## config.mk

```make
export PLATFORM = sky130hd
export DESIGN_NAME = input_dev
export DESIGN_NICKNAME = d
export VERILOG_FILES = /design/src/rtl/input_dev_pkg.sv /design/src/rtl/input_dev_fifo.sv /design/src/rtl/input_dev.sv
export SDC_FILE = /design/constraint.sdc
export NUM_CORES = 1
export LEC_CHECK = 0
export BUFFER_PORTS_ARGS = -buffer_cell sky130_fd_sc_hd__clkbuf_2
export CORE_MARGIN = 2
export CORE_UTILIZATION = 35
export CTS_CLUSTER_SIZE = 30
export DETAILED_ROUTE_END_ITERATION = 16
export GPL_TIMING_DRIVEN = 0
export SLEW_MARGIN = 20
export SYNTH_ARGS = -nofsm -noshare
export SYNTH_HDL_FRONTEND = slang
export SYNTH_SLANG_ARGS = --single-unit
```

## constraint.sdc

```tcl
create_clock -name clk -period 3.1 [get_ports clk]
set_input_delay 0.31 -clock clk [delete_from_list [all_inputs] [get_ports clk]]
set_output_delay 0.31 -clock clk [all_outputs]
set_load 0.02 [all_outputs]
```

## src/rtl/input_dev_pkg.sv

```systemverilog
// Shared constants for the input_dev buffered input peripheral:
// register map, STATUS/CTRL bit positions and the default buffer depth.
package input_dev_pkg;

  localparam int DEPTH_DEFAULT = 4;
  localparam int DATA_W        = 32;

  localparam logic [1:0] ADDR_DATA   = 2'b00;
  localparam logic [1:0] ADDR_STATUS = 2'b01;
  localparam logic [1:0] ADDR_CTRL   = 2'b10;

  localparam int STAT_EMPTY   = 0;
  localparam int STAT_FULL    = 1;
  localparam int STAT_CNT_LSB = 2;
  localparam int STAT_CNT_MSB = 6;
  localparam int STAT_OVR_LSB = 24;
  localparam int STAT_OVR_MSB = 31;

  localparam int CTRL_ENABLE = 0;
  localparam int CTRL_IRQ_EN = 1;
  localparam int CTRL_FLUSH  = 2;

endpackage

```

## src/rtl/input_dev_fifo.sv

```systemverilog
// Word buffer for input_dev: circular storage with read/write pointers,
// occupancy count and a synchronous flush that overrides any push.
module in_fifo
  import input_dev_pkg::*;
#(
  parameter int DEPTH = DEPTH_DEFAULT
) (
  input  logic                       clk,
  input  logic                       rst,
  input  logic                       push,
  input  logic                       pop,
  input  logic                       flush,
  input  logic [DATA_W-1:0]          wdata,
  output logic [DATA_W-1:0]          rdata,
  output logic [$clog2(DEPTH):0]     count,
  output logic                       empty,
  output logic                       full
);

  localparam int AW = $clog2(DEPTH);
  localparam int CW = AW + 1;

  logic [DATA_W-1:0] mem [DEPTH];
  logic [AW-1:0]     wptr;
  logic [AW-1:0]     rptr;
  logic              do_push;
  logic              do_pop;

  assign empty   = (count == '0);
  assign full    = (count == CW'(DEPTH));
  assign do_push = push && !full && !flush;
  assign do_pop  = pop && !empty && !flush;
  assign rdata   = mem[rptr];

  // Storage needs no reset: a word is only visible once count covers it.
  always_ff @(posedge clk) begin
    if (do_push) mem[wptr] <= wdata;
  end

  always_ff @(posedge clk or posedge rst) begin
    if (rst) begin
      wptr  <= '0;
      rptr  <= '0;
      count <= '0;
    end else if (flush) begin
      wptr  <= '0;
      rptr  <= '0;
      count <= '0;
    end else begin
      if (do_push) wptr <= wptr + AW'(1);
      if (do_pop)  rptr <= rptr + AW'(1);
      if (do_push && !do_pop)      count <= count + CW'(1);
      else if (do_pop && !do_push) count <= count - CW'(1);
    end
  end

endmodule

```

## src/rtl/input_dev.sv

```systemverilog
// Buffered external-input peripheral: CPU register decode (DATA/STATUS/CTRL),
// producer handshake, saturating overrun counter and level interrupt.
module input_dev
  import input_dev_pkg::*;
#(
  parameter int DEPTH = DEPTH_DEFAULT
) (
  input  logic        clk,
  input  logic        rst,
  input  logic        en,
  input  logic        we,
  input  logic [3:2]  addr,
  input  logic [31:0] din,
  output logic [31:0] dout,
  input  logic        ext_valid,
  input  logic [31:0] ext_data,
  output logic        ext_ready,
  output logic        irq
);

  localparam int CW = $clog2(DEPTH) + 1;

  logic          ctrl_enable;
  logic          irq_enable;
  logic [7:0]    overrun_cnt;
  logic [31:0]   rdata;
  logic [CW-1:0] count;
  logic          empty;
  logic          full;
  logic          push;
  logic          pop;
  logic          ctrl_wr;
  logic          flush;
  logic [4:0]    count5;
  logic [31:0]   status;
  logic          unused_din;

  assign unused_din = ^din[31:3];

  assign ext_ready = !full && ctrl_enable;
  assign push      = ext_valid && ext_ready;
  assign pop       = en && !we && (addr == ADDR_DATA) && !empty;
  assign ctrl_wr   = en && we && (addr == ADDR_CTRL);
  assign flush     = ctrl_wr && din[CTRL_FLUSH];
  assign irq       = irq_enable && !empty;
  assign count5    = 5'(count);

  in_fifo #(.DEPTH(DEPTH)) u_fifo (
    .clk   (clk),
    .rst   (rst),
    .push  (push),
    .pop   (pop),
    .flush (flush),
    .wdata (ext_data),
    .rdata (rdata),
    .count (count),
    .empty (empty),
    .full  (full)
  );

  always_ff @(posedge clk or posedge rst) begin
    if (rst) begin
      ctrl_enable <= 1'b1;
      irq_enable  <= 1'b0;
    end else if (ctrl_wr) begin
      ctrl_enable <= din[CTRL_ENABLE];
      irq_enable  <= din[CTRL_IRQ_EN];
    end
  end

  // A producer offering while enabled but full loses its word; count it.
  always_ff @(posedge clk or posedge rst) begin
    if (rst) begin
      overrun_cnt <= '0;
    end else if (flush) begin
      overrun_cnt <= '0;
    end else if (ext_valid && ctrl_enable && full && (overrun_cnt != 8'hFF)) begin
      overrun_cnt <= overrun_cnt + 8'd1;
    end
  end

  always_comb begin
    status                            = '0;
    status[STAT_EMPTY]                = empty;
    status[STAT_FULL]                 = full;
    status[STAT_CNT_MSB:STAT_CNT_LSB] = count5;
    status[STAT_OVR_MSB:STAT_OVR_LSB] = overrun_cnt;
  end

  always_comb begin
    dout = '0;
    case (addr)
      ADDR_DATA:   dout = empty ? 32'd0 : rdata;
      ADDR_STATUS: dout = status;
      ADDR_CTRL:   dout = {30'd0, irq_enable, ctrl_enable};
      default:     dout = '0;
    endcase
  end

endmodule

```

# [Word-level counts from Yosys, hierarchy flattened]
# Memories as Yosys holds them, arrays and structs flattened.
# Cells that the tools add are included.
# Widths: inputs -> output; s select.
[totals] in_bits=71 ff_bits=17 elab_cells=59 mem_bits_rw=128 n_memories=1 out_inout_bits=34
[mem_list] memory="u_fifo.mem" words=4 word_bits=32 read_ports=1 rd_clocked_by_memory_dff=0 wr=1 line_no="input_dev_fifo.sv:23" source="logic [DATA_W-1:0] mem [DEPTH];"
[classes] addsub=5 n_eq_ne=4 reduce_logical=30 mux=13
[ops] cell="$pmux 32 s3" n=1
[ops] cell="$mux 32" n=1
[ops] cell="$logic_and 1x1->1" n=18
[ops] cell="$mux 8" n=2
[ops] cell="$mux 3" n=3
[ops] cell="$add 8x1->8 const B" n=1
[ops] cell="$mux 2" n=4
[ops] cell="$ne 8x8->1 const B" n=1
[ops] cell="$logic_not 1->1" n=6
[ops] cell="$reduce_bool 2->1" n=3
[ops] cell="$add 2x1->2 const B" n=2
[ops] cell="$add 3x1->3 const B" n=1
[ops] cell="$eq 3x3->1 const B" n=1
[ops] cell="$logic_not 3->1" n=1
[ops] cell="$reduce_bool 3->1" n=1
[ops] cell="$sub 3x1->3 const B" n=1
[ops] cell="$eq 2x1->1 const B" n=1
[ops] cell="$eq 2x2->1 const B" n=1
[ops] cell="$logic_not 2->1" n=1
[ops] cell="$mux 1" n=2

# [Longest topological paths before layout]
# Gate-level depths: netlist of run 1.
[logic_depth] ltp_word=11 depth_mapped=9 depth_no_buf=7

# [Cells and area by module]
# A second synthesis of run 1 with hierarchy kept.
[hier_totals] hier_cells=334 area_unflattened_um2=6042.0
[by_module_without_submodules] mod="in_fifo" seq_area_each_um2=4018.9 area_each_um2=5190.0 cells_per_inst=231 instances=1
[by_module_without_submodules] mod="input_dev" seq_area_each_um2=251.5 area_each_um2=852.1 cells_per_inst=103 instances=1

# [Worst setup path after synthesis of run 1]
# No wires, ideal clock.
[synth_timing] kind="reg2reg" start="register ctrl_enable" end="memory u_fifo.mem[0][0] (enable)" n_path_buf=0 arrival_time_ns=1.846 slack_ns=0.861 setup_time_ns=0.392 stages_incl_launch_ff=4 synth_period_minus_slack_ns=2.239 required_ns=2.708 path_cell_list="dfstp_2 > nand2_1 > nor2_2 > and3_1"
[synth_via] elab_chain_cells=6
[synth_lines] element="from (decl)" line_no="input_dev.sv:23" source="logic ctrl_enable;"
[synth_lines] element="from (signal assigned)" line_no="input_dev.sv:66" source="ctrl_enable <= din[CTRL_ENABLE];"
[synth_lines] element="$logic_and 1x1->1" line_no="input_dev.sv:40" source="assign ext_ready = !full && ctrl_enable;"
[synth_lines] element="$logic_and 1x1->1" line_no="input_dev.sv:41" source="assign push = ext_valid && ext_ready;"
[synth_lines] element="$logic_and 1x1->1 (2 in a row)" line_no="input_dev_fifo.sv:31" source="assign do_push = push && !full && !flush;"
[synth_lines] element="$mux 1" line_no="input_dev_fifo.sv:37" source="if (do_push) mem[wptr] <= wdata;"
[synth_lines] element="$mux 1 (implied by the code)" line_no="input_dev_fifo.sv:37"
[synth_lines] element="to (decl)" line_no="input_dev_fifo.sv:23"
# Every way passes these cells.

# [Worst setup path after layout of run 1]
[layout_timing] start="register u_fifo.count[1]" end="output port dout[22]"
[layout_via] elab_chain_cells=3
[layout_lines] element="from (decl)" line_no="input_dev_fifo.sv:15" source="output logic [$clog2(DEPTH):0] count,"
[layout_lines] element="from (signal assigned)" line_no="input_dev_fifo.sv:52" source="if (do_push && !do_pop) count <= count + CW'(1);"
[layout_lines] element="from (signal assigned)" line_no="input_dev_fifo.sv:53" source="else if (do_pop && !do_push) count <= count - CW'(1);"
[layout_lines] element="$logic_not 3->1" line_no="input_dev_fifo.sv:29" source="assign empty = (count == '0);"
[layout_lines] element="$mux 32" line_no="input_dev.sv:93" source="ADDR_DATA: dout = empty ? 32'd0 : rdata;"
[layout_lines] element="$pmux 32 s3" line_no="input_dev.sv:92" source="case (addr)"
[layout_lines] element="to (decl)" line_no="input_dev.sv:14" source="output logic [31:0] dout,"
# Every way passes these cells.

==> metrics, run 1 <==
Max Clk Rate=around 0.36 GHz; die footprint=18500 µm²; cell mode on critical path=buf_2; Pre-antenna DRT Iters=5; Worst VDD drop=0.470 mV; status=finished, final reports clean; CTS Root Cell=clkbuf_16; number of global-route vias before repair=~3600; top cell type's share of synthesized area=between 60% and 70%; Placer Congestion=approximately 0.81; total CTS buffers=17; vias per cell=around 5; largest cells by area after synthesis=edfxtp_1 63%, mux4_2 12%, dfrtp_1 6.6%; Lkg Pwr=about 2.7 nW; placed instance area=6840 µm²; Reg clk slew, reported paths=roughly 0.060 ns; Detail Route Antenna Nets=0; hold slack=0.109 ns; async set-reset flop share out of synthesis=11.7%; die width=about 140 µm; final slew viol count=0; Fin Setup TNS=0 ns; antenna violations before repair=0; clock skew=0.00801 ns; Clock Path Buffers=2; die height=136 µm; crit path time final=2.79 ns; startpoint types=flip-flop; Max stage delay cell, worst path=nor3_1; WP data required=approximately 2.8 ns; worst rel slew slack=between 50% and 60%; R2R depth=6; row count=48; Core Util, Final=about 43%; Post-synth EDFFs=between 100 and 150; Least-Margin Pin Slew=0.724 ns; Detail Route met2 WL=between 6 and 7 mm; largest net degree at the start of global routing=27; max-cap violation count=0; CP cell instances=nor3_1 > or3_1 > buf_2 > buf_2 > nor2b_1 > clkbuf_2; fin crit share=between 80% and 90%; first-pass GRT wire length=between 15 and 20 mm; Post-synth top flop=edfxtp_1; Finished Layout Cells=~690; Worst Hold Launch=ext_data[8]; P&R area growth vs syn=22.0%; PortBufs=75; Avg Cell Area, Syn=between 15 and 20 µm²; DRC=0; Total Routing Usage GR=approximately 15%; Top Layer Used=met4; final net count=approximately 520; synth cell count leaders=128 x edfxtp_1, 32 x mux4_2, 26 x nor2_1; # H-tree levels=4; dpl hpwl=roughly 8.5 mm; Post-Syn Area=between 6000 and 7000 µm²; Hold Path Depth=1; M1 wire length=4.98 mm; worst setup path start=u_fifo.count[1]$_DFFE_PP0P_; post-CTS setup buffers=0; YS warnings=0; critical path's top delay family=simple AND/OR/NAND/NOR gates; Iter 0 DRT Violations=roughly 220; most numerous cell in the Yosys netlist=edfxtp_1; Placed Cells incl. Taps=652; Worst Path Max Fanout=10; Worst Path Arrival=2.48 ns; CTS sink count=145; # IOs=between 100 and 150; DRT Wirelength=12.5 mm; final hold violation count=0; Vias=around 3400; CTS tree=built; power density over the cells=between 800 and 900 nW/µm²; WL/cell=18.3 µm; Seq cells post-synth=145; dominant cell type by area after synthesis=edfxtp_1; initial core utilization=roughly 35%; GR Overflow Total=0; unrepaired setup endpoints after global routing=no; area of the core=17200 µm²; RR Startpoint=u_fifo.count[1]$_DFFE_PP0P_; metal3 WL=973 µm; cells after synthesis=roughly 350; Final Instance Area=between 7000 and 8000 µm²; Net Count, Synth=425; critical path buffer and inverter count=3; Crit. End Element=output port; Tightest Hold Check Type=in -> reg; CP max stage delay=between 0.5 and 0.6 ns; Setup violations, final=0; Seq/Total Area, Yosys=70.1%; Yosys cell types=50; ratio of cells with drive above 1 in the final layout=between 30% and 40%; kind of critical path=reg -> out; # diodes=0; Stages on worst setup path=6; Clock Latency Late Sink=roughly 0.41 ns
-- where the power goes --
| part | leakage (nW) | switching [mW] | internal [mW] |
|---|---|---|---|
| sequential | 1.38 | 0.0899 | 2.37 |
| combinational | 0.996 | 0.881 | 0.739 |
| clock | 0.279 | 0.729 | 1.26 |
| total | 2.65 | 1.70 | 4.36 |
-- routing by layer --
| layer | GRT usage, % | up-vias |
|---|---|---|
| met5 | 0 | - |
| met4 | 5.27 | 0 |
| met3 | 5.59 | 12 |
| met2 | 24.2 | 126 |
| met1 | 17.7 | 1698 |
| li1 | - | 1572 |
-- kinds of logic (layout without fill, tap and decap cells) --
group / after synthesis / after routing / synth area share [%]
flops: 145 / 145 / 70.1
buf+inv: 27 / 139 / 2.24
simple gates: 95 / 95 / 9.02
compound gates: 33 / 33 / 3.72
fa+ha+maj: 6 / 6 / 1.36
mux: 37 / 37 / 12.7
xor+xnor: 5 / 5 / 0.842
-- sequential cells by signal, indices dropped and copies added, names as in the netlist --
name	cells
overrun_cnt	8
ctrl_enable	1
u_fifo.rptr	2
u_fifo.count	3
u_fifo.mem	128
u_fifo.wptr	2
irq_enable	1
-- metrics by stage --
| step | power [mW] | setup WS, ns |
|---|---|---|
| floorplan | 3.65 | 0.861 |
| global placement | 4.08 | 0.0000318 |
| detailed placement | 4.15 | 0.567 |
| CTS | 6.16 | 0.262 |
| global route | 6.37 | 0.217 |
| finish | 6.06 | 0.311 |
-- worst register-to-register path, cell delays in order (launching register included) --
cell and delay [ns]:
dfrtp_1 0.49, nor3b_4 0.38, nor4_1 0.13, fa_1 0.44, or3_1 0.43, a31oi_1 0.20
a21oi_1 0.08
-- placed cells by master (no fill, tap or decap), drive strengths merged, types with 2 or more instances in the layout --
cell type | netlist | final
ha | 5 | 5
mux4 | 32 | 32
buf | 14 | 18
nand2b | 2 | 2
nand3 | 7 | 7
and2 | 4 | 4
or3 | 4 | 4
mux2 | 3 | 3
nor2 | 27 | 27
edfxtp | 128 | 128
nor4 | 2 | 2
nor3 | 4 | 4
nor2b | 19 | 19
clkinv | 0 | 5
clkinvlp | 0 | 2
clkbuf | 7 | 103
xor2 | 2 | 2
dfrtp | 16 | 16
inv | 6 | 7
bufinv | 0 | 3
mux2i | 2 | 2
xnor2 | 3 | 3
a22oi | 12 | 12
a31oi | 2 | 2
nand4 | 3 | 3
and3 | 8 | 8
nand2 | 8 | 8
o21ai | 6 | 6
a21oi | 6 | 6
-- final cells by class --
class	count	area, µm²
Fill cell	1580	9750
Sequential cell	145	4270
Multi-Input combinational cell	176	1690
Timing Repair Buffer	80	473
Clock buffer	21	440
Tap cell	225	282
Clock inverter	11	138
Buffer	21	114
Inverter	6	22.5
-- final timing paths --
check / to / slack [ns]
setup reg to reg: u_fifo.count[2]$_DFFE_PP0P_ / 0.83
min in group asynchronous: overrun_cnt[4]$_DFFE_PP0P_ / 0.55
max in group asynchronous: overrun_cnt[0]$_DFFE_PP0P_ / 2.08
hold reg to reg: overrun_cnt[2]$_DFFE_PP0P_ / 0.58
hold / removal: u_fifo.mem[1][8]$_DFFE_PP_ / 0.11
setup / recovery: dout[22] / 0.31
-- repair_timing --
item	in CTS	in global routing
gates resized for setup	0	0
hold buffers	1	0
hold endpoints to repair	7	0
Power figures use the tool's default switching activity.
==> run 2, diff against run 1 <==
- MAX_ROUTING_LAYER: not set -> met4
==> run 2 against run 1 <==
  * Flip-flop and latch count did not move
  * Combinational power barely moved
  * Non-clock buffer count did not move
  * Sequential power barely moved
  * Register-to-register slack got worse by 0.02 ns
  * Die area did not move
  * Maximum frequency fell by 0.16%
  * Clock power barely moved
  * Utilization did not move
  * Clock skew rose by 0.0012 ns
  * Clock-buffer cell count did not move
==> metrics, run 2 (synthesized netlist as in run 1, its figures left out) <==
status=finished, final reports clean; startpoint types=flip-flop; Max stage delay cell, worst path=nor3_1; total CTS buffers=17 (unchanged); worst rel slew slack=51.6% (about the same); Finished Layout Cells=685 (unchanged); Crit. End Element=output port; r2r setup slk=0.81 ns (-0.02 ns); max reg flops=128 (unchanged); # IOs=105 (unchanged); Setup violations, final=0 (unchanged); CP max stage delay=0.52 ns (about the same); pre-CTS WS=0.567 ns (unchanged); area of the core=17200 µm² (unchanged); die width=136 µm (unchanged); initial core utilization=35.5% (unchanged); clock skew=0.00922 ns (+0.00122 ns); CTS Root Cell=clkbuf_16; antenna violations before repair=0 (unchanged); RR Startpoint=u_fifo.count[1]$_DFFE_PP0P_; register with the most flip-flops=u_fifo.mem; # diodes=0 (unchanged); final net count=524 (unchanged); Pre-antenna DRT Iters=6 (+1); top flop regs=u_fifo.mem (128), overrun_cnt (8), u_fifo.count (3); DRT Wirelength=12.6 mm (+0.36%); first-pass GRT wire length=19.4 mm (about the same); Sequential Area=4270 µm² (unchanged); Vias=3437 (+0.85%); Worst Path Max Fanout=10 (unchanged); Stages on worst setup path=6 (unchanged); crit path time final=2.79 ns (+0.00454 ns); CP cell instances=nor3_1 > or3_1 > buf_2 > buf_2 > nor2b_1 > clkbuf_2; die footprint=18500 µm² (unchanged); cell mode on critical path=buf_2; row count=48 (unchanged); Clock Path Buffers=2 (unchanged); Worst Path Arrival=2.48 ns (about the same); number of global-route vias before repair=3576 (+0.45%); worst setup path start=u_fifo.count[1]$_DFFE_PP0P_; R2R depth=6 (unchanged); kind of critical path=reg -> out; placed instance area=6840 µm² (unchanged); WL/cell=18.4 µm (+0.36%); vias per cell=5.02 (+0.85%); GR Overflow Total=0 (unchanged); # H-tree levels=4 (unchanged); Core Util, Final=43.2% (unchanged); commonest non-fill, non-tap cells in the layout=128 x edfxtp_1, 75 x clkbuf_2, 32 x mux4_2; ratio of cells with drive above 1 in the final layout=36.5% (unchanged); WP data required=2.79 ns (about the same); Iter 0 DRT Violations=212 (-1.9%); largest net degree at the start of global routing=27 (unchanged); P&R area growth vs syn=22.0% (unchanged); area of the multi-input gates=1690 µm² (unchanged); Tightest Hold Check Type=in -> reg; final hold violation count=0 (unchanged); Least-Margin Pin Slew=0.725 ns (+0.000596 ns); final slew viol count=0 (unchanged); power density over the cells=818 nW/µm² (+0.16%); Detail Route Antenna Nets=0 (unchanged); CTS tree=built; post-CTS setup buffers=0 (unchanged); dpl hpwl=8.49 mm (unchanged); Max Clk Rate=0.358 GHz (-0.16%); CTS sink count=145 (unchanged); PortBufs=75 (unchanged); most common cell after layout, fill and taps aside=edfxtp_1; end point of the critical path=dout[22]; die height=136 µm (unchanged); unrepaired setup endpoints after global routing=no; Placer Congestion=0.817 (+1.5%); Clock Latency Late Sink=0.42 ns (about the same); Reg clk slew, reported paths=0.06 ns (about the same); Total Routing Usage GR=15.1% (+0.44 points); DRC=0 (unchanged); Lkg Pwr=2.65 nW (unchanged); critical path buffer and inverter count=3 (unchanged); critical path's top delay family=simple AND/OR/NAND/NOR gates; Worst VDD drop=0.469 mV (-0.19%); Fillers=1580 (unchanged); max-cap violation count=0 (unchanged); Placed Cells incl. Taps=652 (unchanged); fin crit share=90.1% (+0.15 points); reg-to-reg endpoint=u_fifo.count[2]$_DFFE_PP0P_; Final Instance Area=7430 µm² (unchanged); setup ws final=0.307 ns (-0.00454 ns); Fin Setup TNS=0 ns (unchanged)
==> run 2: worst min-delay path by stage <==
stage	from	end	slack, ns	depth (start not counted)
6_report	ext_data[8]	u_fifo.mem[1][8]$_DFFE_PP_	0.11	1
5_1_grt	ext_data[9]	u_fifo.mem[0][9]$_DFFE_PP_	0.09	1
4_1_cts	ext_data[15]	u_fifo.mem[2][15]$_DFFE_PP_	0.09	1
3_5_place_dp	rst	overrun_cnt[4]$_DFFE_PP0P_	0.45	2
3_3_place_gp	rst	overrun_cnt[6]$_DFFE_PP0P_	0.44	2
2_1_floorplan	rst	irq_enable$_DFFE_PP0N_	0.24	1
==> run 2: worst register-to-register path, stage by stage (launching register included) <==
cell and delay, ns:
dfrtp_1 0.50, nor3b_4 0.39, nor4_1 0.13, fa_1 0.44
or3_1 0.42, a31oi_1 0.20, a21oi_1 0.09
==> run 2: final cells by class <==
cell class | count | share of cell area (%)
inverters | 6 | 0.303
flip-flops and latches | 145 | 57.5
well taps | 225 | 3.79
plain buffers | 21 | 1.53
clock inverters | 11 | 1.85
clock buffers | 21 | 5.93
multi-input cells | 176 | 22.7
repair buffers | 80 | 6.37
==> run 2: what timing repair did <==
action | CTS | global route
hold endpoints to repair | 7 | 0
gates resized for setup | 0 | 0
hold buffers | 1 | 0
==> run 2: per-layer routing <==
metal | vias to the layer above | GRT usage, % | part of all wire, %
met5 | - | - | 0
met3 | 15 | 4.85 | 6.0
li1 | 1573 | - | -
met4 | 0 | 5.27 | 1.4
met2 | 125 | 24.1 | 51
met1 | 1724 | 18.2 | 42
==> run 2: stage by stage <==
step	power, mW	hold WS (ns)
floorplan	3.65	0.235
global placement	4.08	0.443
detailed placement	4.15	0.446
CTS	6.16	0.0860
global route	6.37	0.0936
finish	6.07	0.111
==> run 2: report_power, final <==
part	internal [mW]	switching, mW
registers	2.37	0.0893
clock network	1.26	0.735
logic	0.739	0.885
